[config.mk]
export PLATFORM = sky130hd
export DESIGN_NAME = keypad_scanner
export DESIGN_NICKNAME = d
export VERILOG_FILES = /design/src/rtl/keypad_pkg.sv /design/src/rtl/keypad_scanner_sync2.sv /design/src/rtl/keypad_scanner.sv
export SDC_FILE = /design/constraint.sdc
export NUM_CORES = 1
export LEC_CHECK = 0
export CAP_MARGIN = 25
export CORE_ASPECT_RATIO = 1.5
export CORE_MARGIN = 2
export CORE_UTILIZATION = 45
export CTS_BUF_LIST = sky130_fd_sc_hd__clkbuf_8
export DETAILED_ROUTE_END_ITERATION = 8
export PLACE_DENSITY = 0.8
export SLEW_MARGIN = 20
export SYNTH_ARGS = -nofsm -noshare
export SYNTH_HDL_FRONTEND = slang
export SYNTH_SLANG_ARGS = --single-unit
[constraint.sdc]
create_clock -name clk -period 2.8 [get_ports clk]
set_clock_uncertainty 0.2 [all_clocks]
set_input_delay 0.84 -clock clk [delete_from_list [all_inputs] [get_ports clk]]
set_output_delay 0.84 -clock clk [all_outputs]
set_load 0.01 [all_outputs]
[src/rtl/keypad_pkg.sv]
// -----------------------------------------------------------------------------
// keypad_pkg
// Shared types, constants and helper functions for the 4x4 keypad scanner.
//   kp_state_e     : scanner FSM states (SCAN, DEBOUNCE, REPORT, RELEASE)
//   KP_ROWS/KP_COLS: matrix dimensions
//   onehot_to_idx  : 4-bit one-hot row pattern -> 2-bit index
//   is_onehot      : 1 when exactly one bit of a 4-bit pattern is set
// -----------------------------------------------------------------------------
package keypad_pkg;

  typedef enum logic [1:0] {
    SCAN     = 2'd0,
    DEBOUNCE = 2'd1,
    REPORT   = 2'd2,
    RELEASE  = 2'd3
  } kp_state_e;

  localparam int KP_ROWS = 4;
  localparam int KP_COLS = 4;

  function automatic logic [1:0] onehot_to_idx(input logic [3:0] oh);
    logic [1:0] idx;
    idx = 2'd0;
    for (int i = 0; i < 4; i++) begin
      if (oh[i]) idx = 2'(i);
    end
    return idx;
  endfunction

  // v & (v-1) clears the lowest set bit; zero result with v != 0 means one bit.
  function automatic logic is_onehot(input logic [3:0] v);
    return (v != 4'd0) && ((v & (v - 4'd1)) == 4'd0);
  endfunction

endpackage

[src/rtl/keypad_scanner_sync2.sv]
// -----------------------------------------------------------------------------
// keypad_sync2
// Two-flop synchronizer for the raw keypad row lines.
// Ports:
//   clk, rst : clock, asynchronous active-high reset (flops clear to 0)
//   d        : raw asynchronous row inputs
//   q        : synchronized rows (two clk cycles of latency)
// -----------------------------------------------------------------------------
module keypad_sync2
  import keypad_pkg::*;
(
  input  logic               clk,
  input  logic               rst,
  input  logic [KP_ROWS-1:0] d,
  output logic [KP_ROWS-1:0] q
);

  logic [KP_ROWS-1:0] sync1_q, sync1_d;
  logic [KP_ROWS-1:0] sync2_q, sync2_d;

  always_comb begin
    sync1_d = d;
    sync2_d = sync1_q;
  end

  always_ff @(posedge clk or posedge rst) begin
    if (rst) begin
      sync1_q <= '0;
      sync2_q <= '0;
    end else begin
      sync1_q <= sync1_d;
      sync2_q <= sync2_d;
    end
  end

  assign q = sync2_q;

endmodule

[src/rtl/keypad_scanner.sv]
// -----------------------------------------------------------------------------
// keypad_scanner
// Scans a 4x4 vending-machine keypad, debounces a single pressed key and
// reports it once as (linha, coluna) over a valid/ready handshake. The key
// must be released before another report can be produced.
//
// Parameters:
//   SCAN_DIV        : cycles each column is strobed (>= 4)
//   DEBOUNCE_CYCLES : stable cycles required for press and for release (>= 1)
// Build option:
//   KEYPAD_DEBOUNCE_EN : when defined, presses are debounced (DEBOUNCE state)
//                        and release needs DEBOUNCE_CYCLES zero cycles; when
//                        undefined a one-hot sample reports immediately and
//                        release exits on the first all-zero sample.
// Ports:
//   clk, rst  : clock, asynchronous active-high reset
//   row_in    : raw row lines (async), bit r = key in row r of driven column
//   col_drive : one-hot active-high column strobe
//   linha     : row index of the reported key
//   coluna    : column index of the reported key
//   valid     : report available
//   ready     : downstream accept
//
// Handshake: valid rises together with stable linha/coluna and stays high
// until a cycle where valid && ready; valid is low on the next cycle. ready
// has no effect while valid is low. All outputs come straight from flops.
// -----------------------------------------------------------------------------
module keypad_scanner
  import keypad_pkg::*;
#(
  parameter int SCAN_DIV        = 4,
  parameter int DEBOUNCE_CYCLES = 8
) (
  input  logic               clk,
  input  logic               rst,
  input  logic [KP_ROWS-1:0] row_in,
  output logic [KP_COLS-1:0] col_drive,
  output logic [1:0]         linha,
  output logic [1:0]         coluna,
  output logic               valid,
  input  logic               ready
);

  localparam int              DIV_W    = $clog2(SCAN_DIV);
  localparam logic [DIV_W-1:0] DIV_LAST = DIV_W'(SCAN_DIV - 1);

  // Stop elaboration on parameter values the scan timing cannot support.
  if (SCAN_DIV < 4 || DEBOUNCE_CYCLES < 1) begin : g_bad_params
    $error("keypad_scanner: SCAN_DIV must be >= 4 and DEBOUNCE_CYCLES >= 1");
  end

  logic [KP_ROWS-1:0] row_s;

  keypad_sync2 u_sync (
    .clk (clk),
    .rst (rst),
    .d   (row_in),
    .q   (row_s)
  );

  kp_state_e          state_q, state_d;
  logic [DIV_W-1:0]   div_q, div_d;
  logic [1:0]         col_idx_q, col_idx_d;
  logic [KP_COLS-1:0] col_drive_q, col_drive_d;
  logic [1:0]         linha_q, linha_d;
  logic [1:0]         coluna_q, coluna_d;
  logic               valid_q, valid_d;

`ifdef KEYPAD_DEBOUNCE_EN
  localparam int               DEB_W    = $clog2(DEBOUNCE_CYCLES + 1);
  localparam logic [DEB_W-1:0] DEB_LAST = DEB_W'(DEBOUNCE_CYCLES - 1);

  logic [DEB_W-1:0]   deb_cnt_q, deb_cnt_d;
  // Row pattern captured at the sample cycle; debounce compares against it.
  logic [KP_ROWS-1:0] row_cap_q, row_cap_d;
`endif

  always_comb begin
    state_d   = state_q;
    div_d     = div_q;
    col_idx_d = col_idx_q;
    linha_d   = linha_q;
    coluna_d  = coluna_q;
    valid_d   = valid_q;
`ifdef KEYPAD_DEBOUNCE_EN
    deb_cnt_d = deb_cnt_q;
    row_cap_d = row_cap_q;
`endif

    case (state_q)
      SCAN: begin
        div_d = div_q + DIV_W'(1);
        if (div_q == DIV_LAST) begin
          div_d = '0;
          if (is_onehot(row_s)) begin
            // Column is kept: the key stays strobed while it is qualified.
`ifdef KEYPAD_DEBOUNCE_EN
            row_cap_d = row_s;
            deb_cnt_d = '0;
            state_d   = DEBOUNCE;
`else
            linha_d   = onehot_to_idx(row_s);
            coluna_d  = col_idx_q;
            valid_d   = 1'b1;
            state_d   = REPORT;
`endif
          end else begin
            // No key, or several rows at once (ghosting): move on.
            col_idx_d = col_idx_q + 2'd1;
          end
        end
      end

`ifdef KEYPAD_DEBOUNCE_EN
      DEBOUNCE: begin
        if (row_s == row_cap_q) begin
          deb_cnt_d = deb_cnt_q + DEB_W'(1);
          // deb_cnt_d reaches DEBOUNCE_CYCLES on this cycle.
          if (deb_cnt_q == DEB_LAST) begin
            linha_d  = onehot_to_idx(row_cap_q);
            coluna_d = col_idx_q;
            valid_d  = 1'b1;
            state_d  = REPORT;
          end
        end else begin
          col_idx_d = col_idx_q + 2'd1;
          div_d     = '0;
          state_d   = SCAN;
        end
      end
`endif

      REPORT: begin
        // row_s is ignored here: a key released now is still reported.
        if (valid_q && ready) begin
          valid_d = 1'b0;
`ifdef KEYPAD_DEBOUNCE_EN
          deb_cnt_d = '0;
`endif
          state_d = RELEASE;
        end
      end

      RELEASE: begin
`ifdef KEYPAD_DEBOUNCE_EN
        if (row_s == '0) begin
          deb_cnt_d = deb_cnt_q + DEB_W'(1);
          if (deb_cnt_q == DEB_LAST) begin
            col_idx_d = col_idx_q + 2'd1;
            div_d     = '0;
            state_d   = SCAN;
          end
        end else begin
          deb_cnt_d = '0;
        end
`else
        if (row_s == '0) begin
          col_idx_d = col_idx_q + 2'd1;
          div_d     = '0;
          state_d   = SCAN;
        end
`endif
      end

      default: begin
        state_d = SCAN;
        div_d   = '0;
      end
    endcase

    // Strobe follows the next column index so col_drive is a plain flop.
    col_drive_d = KP_COLS'(1) << col_idx_d;
  end

  always_ff @(posedge clk or posedge rst) begin
    if (rst) begin
      state_q     <= SCAN;
      div_q       <= '0;
      col_idx_q   <= 2'd0;
      col_drive_q <= KP_COLS'(1);
      linha_q     <= 2'd0;
      coluna_q    <= 2'd0;
      valid_q     <= 1'b0;
`ifdef KEYPAD_DEBOUNCE_EN
      deb_cnt_q   <= '0;
      row_cap_q   <= '0;
`endif
    end else begin
      state_q     <= state_d;
      div_q       <= div_d;
      col_idx_q   <= col_idx_d;
      col_drive_q <= col_drive_d;
      linha_q     <= linha_d;
      coluna_q    <= coluna_d;
      valid_q     <= valid_d;
`ifdef KEYPAD_DEBOUNCE_EN
      deb_cnt_q   <= deb_cnt_d;
      row_cap_q   <= row_cap_d;
`endif
    end
  end

  assign col_drive = col_drive_q;
  assign linha     = linha_q;
  assign coluna    = coluna_q;
  assign valid     = valid_q;

endmodule

==> results_dict.tcl, run 1 <==
set metrics [dict create \
    outcome "finished, final reports clean" \
    grt_usage_pct 15.90 \
    gp_congestion 0.7186 \
    hold_ws_ps 156.9 \
    num_vias 701 \
    async_reset_ff_share_pct 100.0 \
    placed_area_um2 1211 \
    slowest_delay_ps 530 \
    yosysMostFrequentCell "dfrtp_1" \
    synthTopCellsByArea "dfrtp_1 (53%), ha_1 (4.8%), mux2_4 (2.9%)" \
    rows 21 \
    grt_use_met1_pct 16.92 \
    grt_overflow 0 \
    portBuffers 15 \
    grt_max_degree 24 \
    ys.flop_type "dfrtp_1" \
    antenna_found_initial 0 \
    min_path_type "register to register" \
    end_kind "output pin" \
    use_met3_pct 3.757 \
    clk_path_buf_depth 2 \
    path_buf_inv 1 \
    fp.dieH_um 62.70 \
    wire_per_inst_um 14.11 \
    drt_wl_total_um 1820 \
    maxSlewHeadroom_pct 63.64 \
    first_pass_iters 4 \
    clock_latency_ps 260 \
    numCtsBuffers 3 \
    die_x_um 43.13 \
    synth_edf_count 0 \
    drc 0 \
    drtIter0Drc 15 \
    max_cap_viol_count 0 \
    setup_tns_ps 0 \
    holdBufCountCts 0 \
    path_cells "clkdlybuf4s50_1" \
    finalPower_mw 1.109 \
    initial_utilization_pct 46.83 \
    yosysSeqAreaShare_pct 55.81 \
    area_delta_synth_final_pct 21.67 \
    top_usage_layer "met2" \
    h-tree-depth 1 \
    critPathTopFamily "buffers and inverters" \
    post_cts_buffers 0 \
    setup_viol 0 \
    grt_pass1_wl_um 3146 \
    drv_slew 0 \
    synth_commonest_cells "dfrtp_1 (22), inv_1 (7), nand2_1 (7)" \
    die-area_um2 2704 \
    tightest_slew_ps 540.4 \
    root_buffer "clkbuf_8" \
    fillCellCount 190 \
    core_um2 2207 \
    detail-route-antenna-nets 0 \
    first_global_vias 717 \
    dp.cells 125 \
    netlist.area_leader.share_pct 53.27 \
    cp.required_ps 1760 \
    num_antenna_cells 0 \
    io_pins 16 \
    synth_cell_types 36 \
    stdcell_area_um2 1257 \
    vias_per_cell 5.434 \
    synth_top_cell_by_area "dfrtp_1" \
    max_freq_mhz 426.2 \
    cts_tree "yes" \
    cts_resized 0 \
    timing.critical_path.slowest_stage_cell "clkdlybuf4s50_1" \
    yosysWarningCount 0 \
    hold_viol_final 0 \
    crit_fanout 1 \
    dp_hpwl_um 1393 \
    period_share_pct 83.79 \
    cp_data_arrival_time_ps 1310 \
    p_per_area_nw_per_um2 881.8 \
    critPathKind "register to output pin" \
    synth.avg_cell_area_um2 11.74 \
    synth-seq-cells 23 \
    clkSinkCount 23 \
    startpoint_type "register" \
    num-nets-final 118 \
    vdd_drop_max_v 0.0004479 \
    rsz0062_at_grt "false" \
    fin_crit_ps 2346 \
    synthesis.nets 99 \
    syn_inst 88 \
    clk_pin_slew_worst_paths_ps 80 \
    layoutNonFillerInstCount 129 \
    syn_area_um2 1033 \
    layout-drive-gt1-share_pct 15.09 \
    met2_usage_pct 27.43 \
    p_leak_nw 0.5590 \
]
## cell families (layout without fill, tap and decap cells)
group | count (synthesis) | after routing | share of synthesized area, %
xor+xnor | 1 | 1 | 0.8476
compound gates | 19 | 19 | 12.35
mux | 5 | 5 | 6.053
buf+inv | 9 | 27 | 3.389
fa+ha+maj | 4 | 4 | 4.843
flops | 23 | 23 | 55.81
simple gates | 27 | 27 | 16.71
## final timing paths
kind | from | to | slack, ps | cells past startpoint
worst min register to register | u_sync.sync1_q[0] | u_sync.q[0] | 160 | 0
min in group asynchronous | rst | u_sync.sync1_q[1] | 700 | 3
worst min-delay path | u_sync.sync1_q[0] | u_sync.q[0] | 160 | 0
worst max-delay path | col_drive[0] | col_drive[0] | 450 | 1
worst max register to register | u_sync.q[3] | col_drive[3] | 690 | 5
max in group asynchronous | rst | col_drive[0] | 1420 | 3
## power breakdown
part | switching, mW | internal (mW) | leakage, nW | total [mW]
sequential | 0.0614 | 0.414 | 0.287 | 0.475
clock | 0.102 | 0.0994 | 0.0255 | 0.201
combinational | 0.219 | 0.213 | 0.246 | 0.432
total | 0.382 | 0.727 | 0.559 | 1.11
## stage by stage
stage,utilization (%),worst slack [ps]
after floorplan,-,869.0
after global placement,54.88,740.2
after detailed placement,54.88,720.4
after CTS,56.97,439.1
after global routing,56.97,417.9
final,56.97,453.8
## cell usage in the layout (no fill, tap or decap), types with 2 or more instances in the layout
master            n
inv_1             7
clkdlybuf4s50_1  15
nor3_1            2
nor2_1            5
a21oi_1           4
dfrtp_1          22
nor4b_2           2
mux2_2            2
nand3_1           2
o21ai_0           3
mux2_4            2
ha_1              4
clkbuf_8          3
o21ai_1           3
nand2_1           7
## sequential cells by signal, summed over array words and instances, names as in the netlist
register,flops
col_drive,4
col_idx_q,2
coluna,2
div_q,2
linha,2
state_q,2
u_sync.q,4
u_sync.sync1_q,4
valid,1
## cell type report
cell class                 count  area [um2]  share of cell area [%]
tap                           23       28.78                   2.289
inverter                       7       26.28                   2.090
clock inverter                 1       5.005                  0.3980
timing repair buffer          16       157.7                   12.54
multi-input combinational     56       421.7                   33.53
sequential                    23       576.8                   45.87
clock buffer                   3       41.29                   3.284
## per-layer routing
layer,wire (um),vias to the layer above
li1,-,348
met1,714,338
met2,999,10
met3,54,5
met4,51,0
met5,0,-
No activity file was read; power rests on OpenSTA's default activity.
==> inputs of run 2 (changes only) <==
==> constraint.sdc (replaced) <==
create_clock -name clk -period 2.2 [get_ports clk]
set_clock_uncertainty 0.2 [all_clocks]
set_input_delay 0.66 -clock clk [delete_from_list [all_inputs] [get_ports clk]]
set_output_delay 0.66 -clock clk [all_outputs]
set_load 0.01 [all_outputs]
==> run 2 against run 1 <==
Compared with the run above:
- non-clock buffer count grew 1
- design area increased by 1.3%
- routed wire length increased by 1.5%
- largest power group unchanged
- sequential power increased by 29%
- register-to-register slack got worse by 600 ps
==> results_dict.tcl, run 2 (same netlist as run 1, synthesis figures left out) <==
set metrics [dict create \
    outcome "finished, final reports clean" \
    layout_commonest_cell "dfrtp_1" \
    startpoint_type "register" \
    first_pass_iters 4 \
    num_vias 715 \
    clockPowerShare_pct 18.0 \
    slowest_delay_ps 520 \
    path_buf_inv 1 \
    numCtsBuffers 3 \
    tightest_slew_ps 496.0 \
    p_seq_share_pct 42.6 \
    r2r_setup_slack_ps 90 \
    p_per_area_nw_per_um2 1125 \
    io_pins 16 \
    drtIter0Drc 5 \
    antenna_found_initial 0 \
    final_core_util_pct 57.71 \
    max_cap_viol_count 0 \
    grt_pass1_wl_um 3084 \
    die_x_um 43.13 \
    vdd_drop_max_v 0.0006870 \
    min_path_type "register to register" \
    dp_hpwl_um 1325 \
    end_kind "output pin" \
    drt_wl_total_um 1847 \
    die-area_um2 2704 \
    drc 0 \
    clk_path_buf_depth 2 \
    clock_latency_ps 260 \
    core_um2 2207 \
    num_antenna_cells 0 \
    period_share_pct 98.24 \
    root_buffer "clkbuf_8" \
    hold_viol_final 0 \
    setup_viol 0 \
    path_cells "clkdlybuf4s50_1" \
    critPathTopFamily "flip-flops" \
    cp.required_ps 1340 \
    internal_power_mw 0.9400 \
    share_comb_of_total_power_pct 39.4 \
    timing.critical_path.slowest_stage_cell "dfstp_2" \
    rsz0062_at_grt "true" \
    crit_fanout 1 \
    layout_common_cells "dfrtp_1 (22), clkdlybuf4s50_1 (15), inv_1 (7), nand2_1 (7), nor2_1 (5)" \
    gp_congestion 0.7519 \
    p_leak_nw 0.5604 \
    post_cts_buffers 0 \
    first_global_vias 736 \
    h-tree-depth 1 \
    rows 21 \
    clk_pin_slew_worst_paths_ps 80 \
    finalPower_mw 1.433 \
    swShare_pct 34.42 \
    num-nets-final 119 \
    cp_data_arrival_time_ps 1300 \
    maxSlewHeadroom_pct 66.87 \
    fp.dieH_um 62.70 \
    layout-drive-gt1-share_pct 16.82 \
    vias_per_cell 5.500 \
    cts_tree "yes" \
    detail-route-antenna-nets 0 \
    grt_max_degree 24 \
    fin_crit_ps 2161 \
    power.switching_mw 0.4934 \
    clkSinkCount 23 \
    portBuffers 15 \
    area_delta_synth_final_pct 23.24 \
    hold_ws_ps 152.5 \
    max_freq_mhz 462.7 \
    drv_slew 0 \
    initial_utilization_pct 46.83 \
    grt_usage_pct 14.91 \
    critPathKind "register to output pin" \
    grt_overflow 0 \
    wire_per_inst_um 14.21 \
]
run 2: worst paths after layout:
| path | from | end | depth (start not counted) |
|---|---|---|---|
| setup / recovery | col_drive[0] | col_drive[0] | 1 |
| hold / removal | u_sync.sync1_q[1] | u_sync.q[1] | 0 |
| setup reg to reg | u_sync.q[3] | col_drive[3] | 5 |
| hold reg to reg | u_sync.sync1_q[1] | u_sync.q[1] | 0 |
| max in group asynchronous | rst | col_drive[0] | 3 |
| min in group asynchronous | rst | linha[1] | 3 |
run 2: power groups by stage:
| stage | combinational [mW] | sequential, mW | clock [mW] |
|---|---|---|---|
| after floorplan | 0.352 | 0.614 | 0 |
| after global routing | 0.634 | 0.621 | 0.281 |
| after CTS | 0.570 | 0.609 | 0.266 |
| after detailed placement | 0.565 | 0.617 | 0 |
| final | 0.565 | 0.611 | 0.258 |
| after global placement | 0.548 | 0.610 | 0 |
run 2: metrics by stage:
| stage | setup TNS [ps] | setup WS (ps) | instances | instance area [um2] |
|---|---|---|---|---|
| floorplan | 0 | 269.0 | 88 | 1033 |
| global placement | 0 | 82.12 | 126 | 1219 |
| detailed placement | 0 | 56.60 | 126 | 1219 |
| CTS | 0 | 27.29 | 130 | 1267 |
| global route | -52.07 | -26.99 | 130 | 1274 |
| finish | 0 | 38.71 | 130 | 1274 |
run 2: final cells by class:
type	count	area, um2
fillers	201	933.4
flip-flops and latches	23	576.8
multi-input cells	56	427.9
repair buffers	17	165.2
clock buffers	3	41.29
well taps	23	28.78
inverters	7	26.28
clock inverters	1	7.507
run 2: what timing repair did:
item	CTS	global route
resized for setup	0	1
endpoints found under the setup margin	0	6
hold buffers	0	0
run 2: layer usage:
metal	vias to the layer above	GRT usage [%]	part of all wire, %
met5	-	0	0
met4	0	9.091	2.9
met3	7	2.601	2.9
met2	14	25.56	54
met1	346	16.38	41
li1	348	-	-
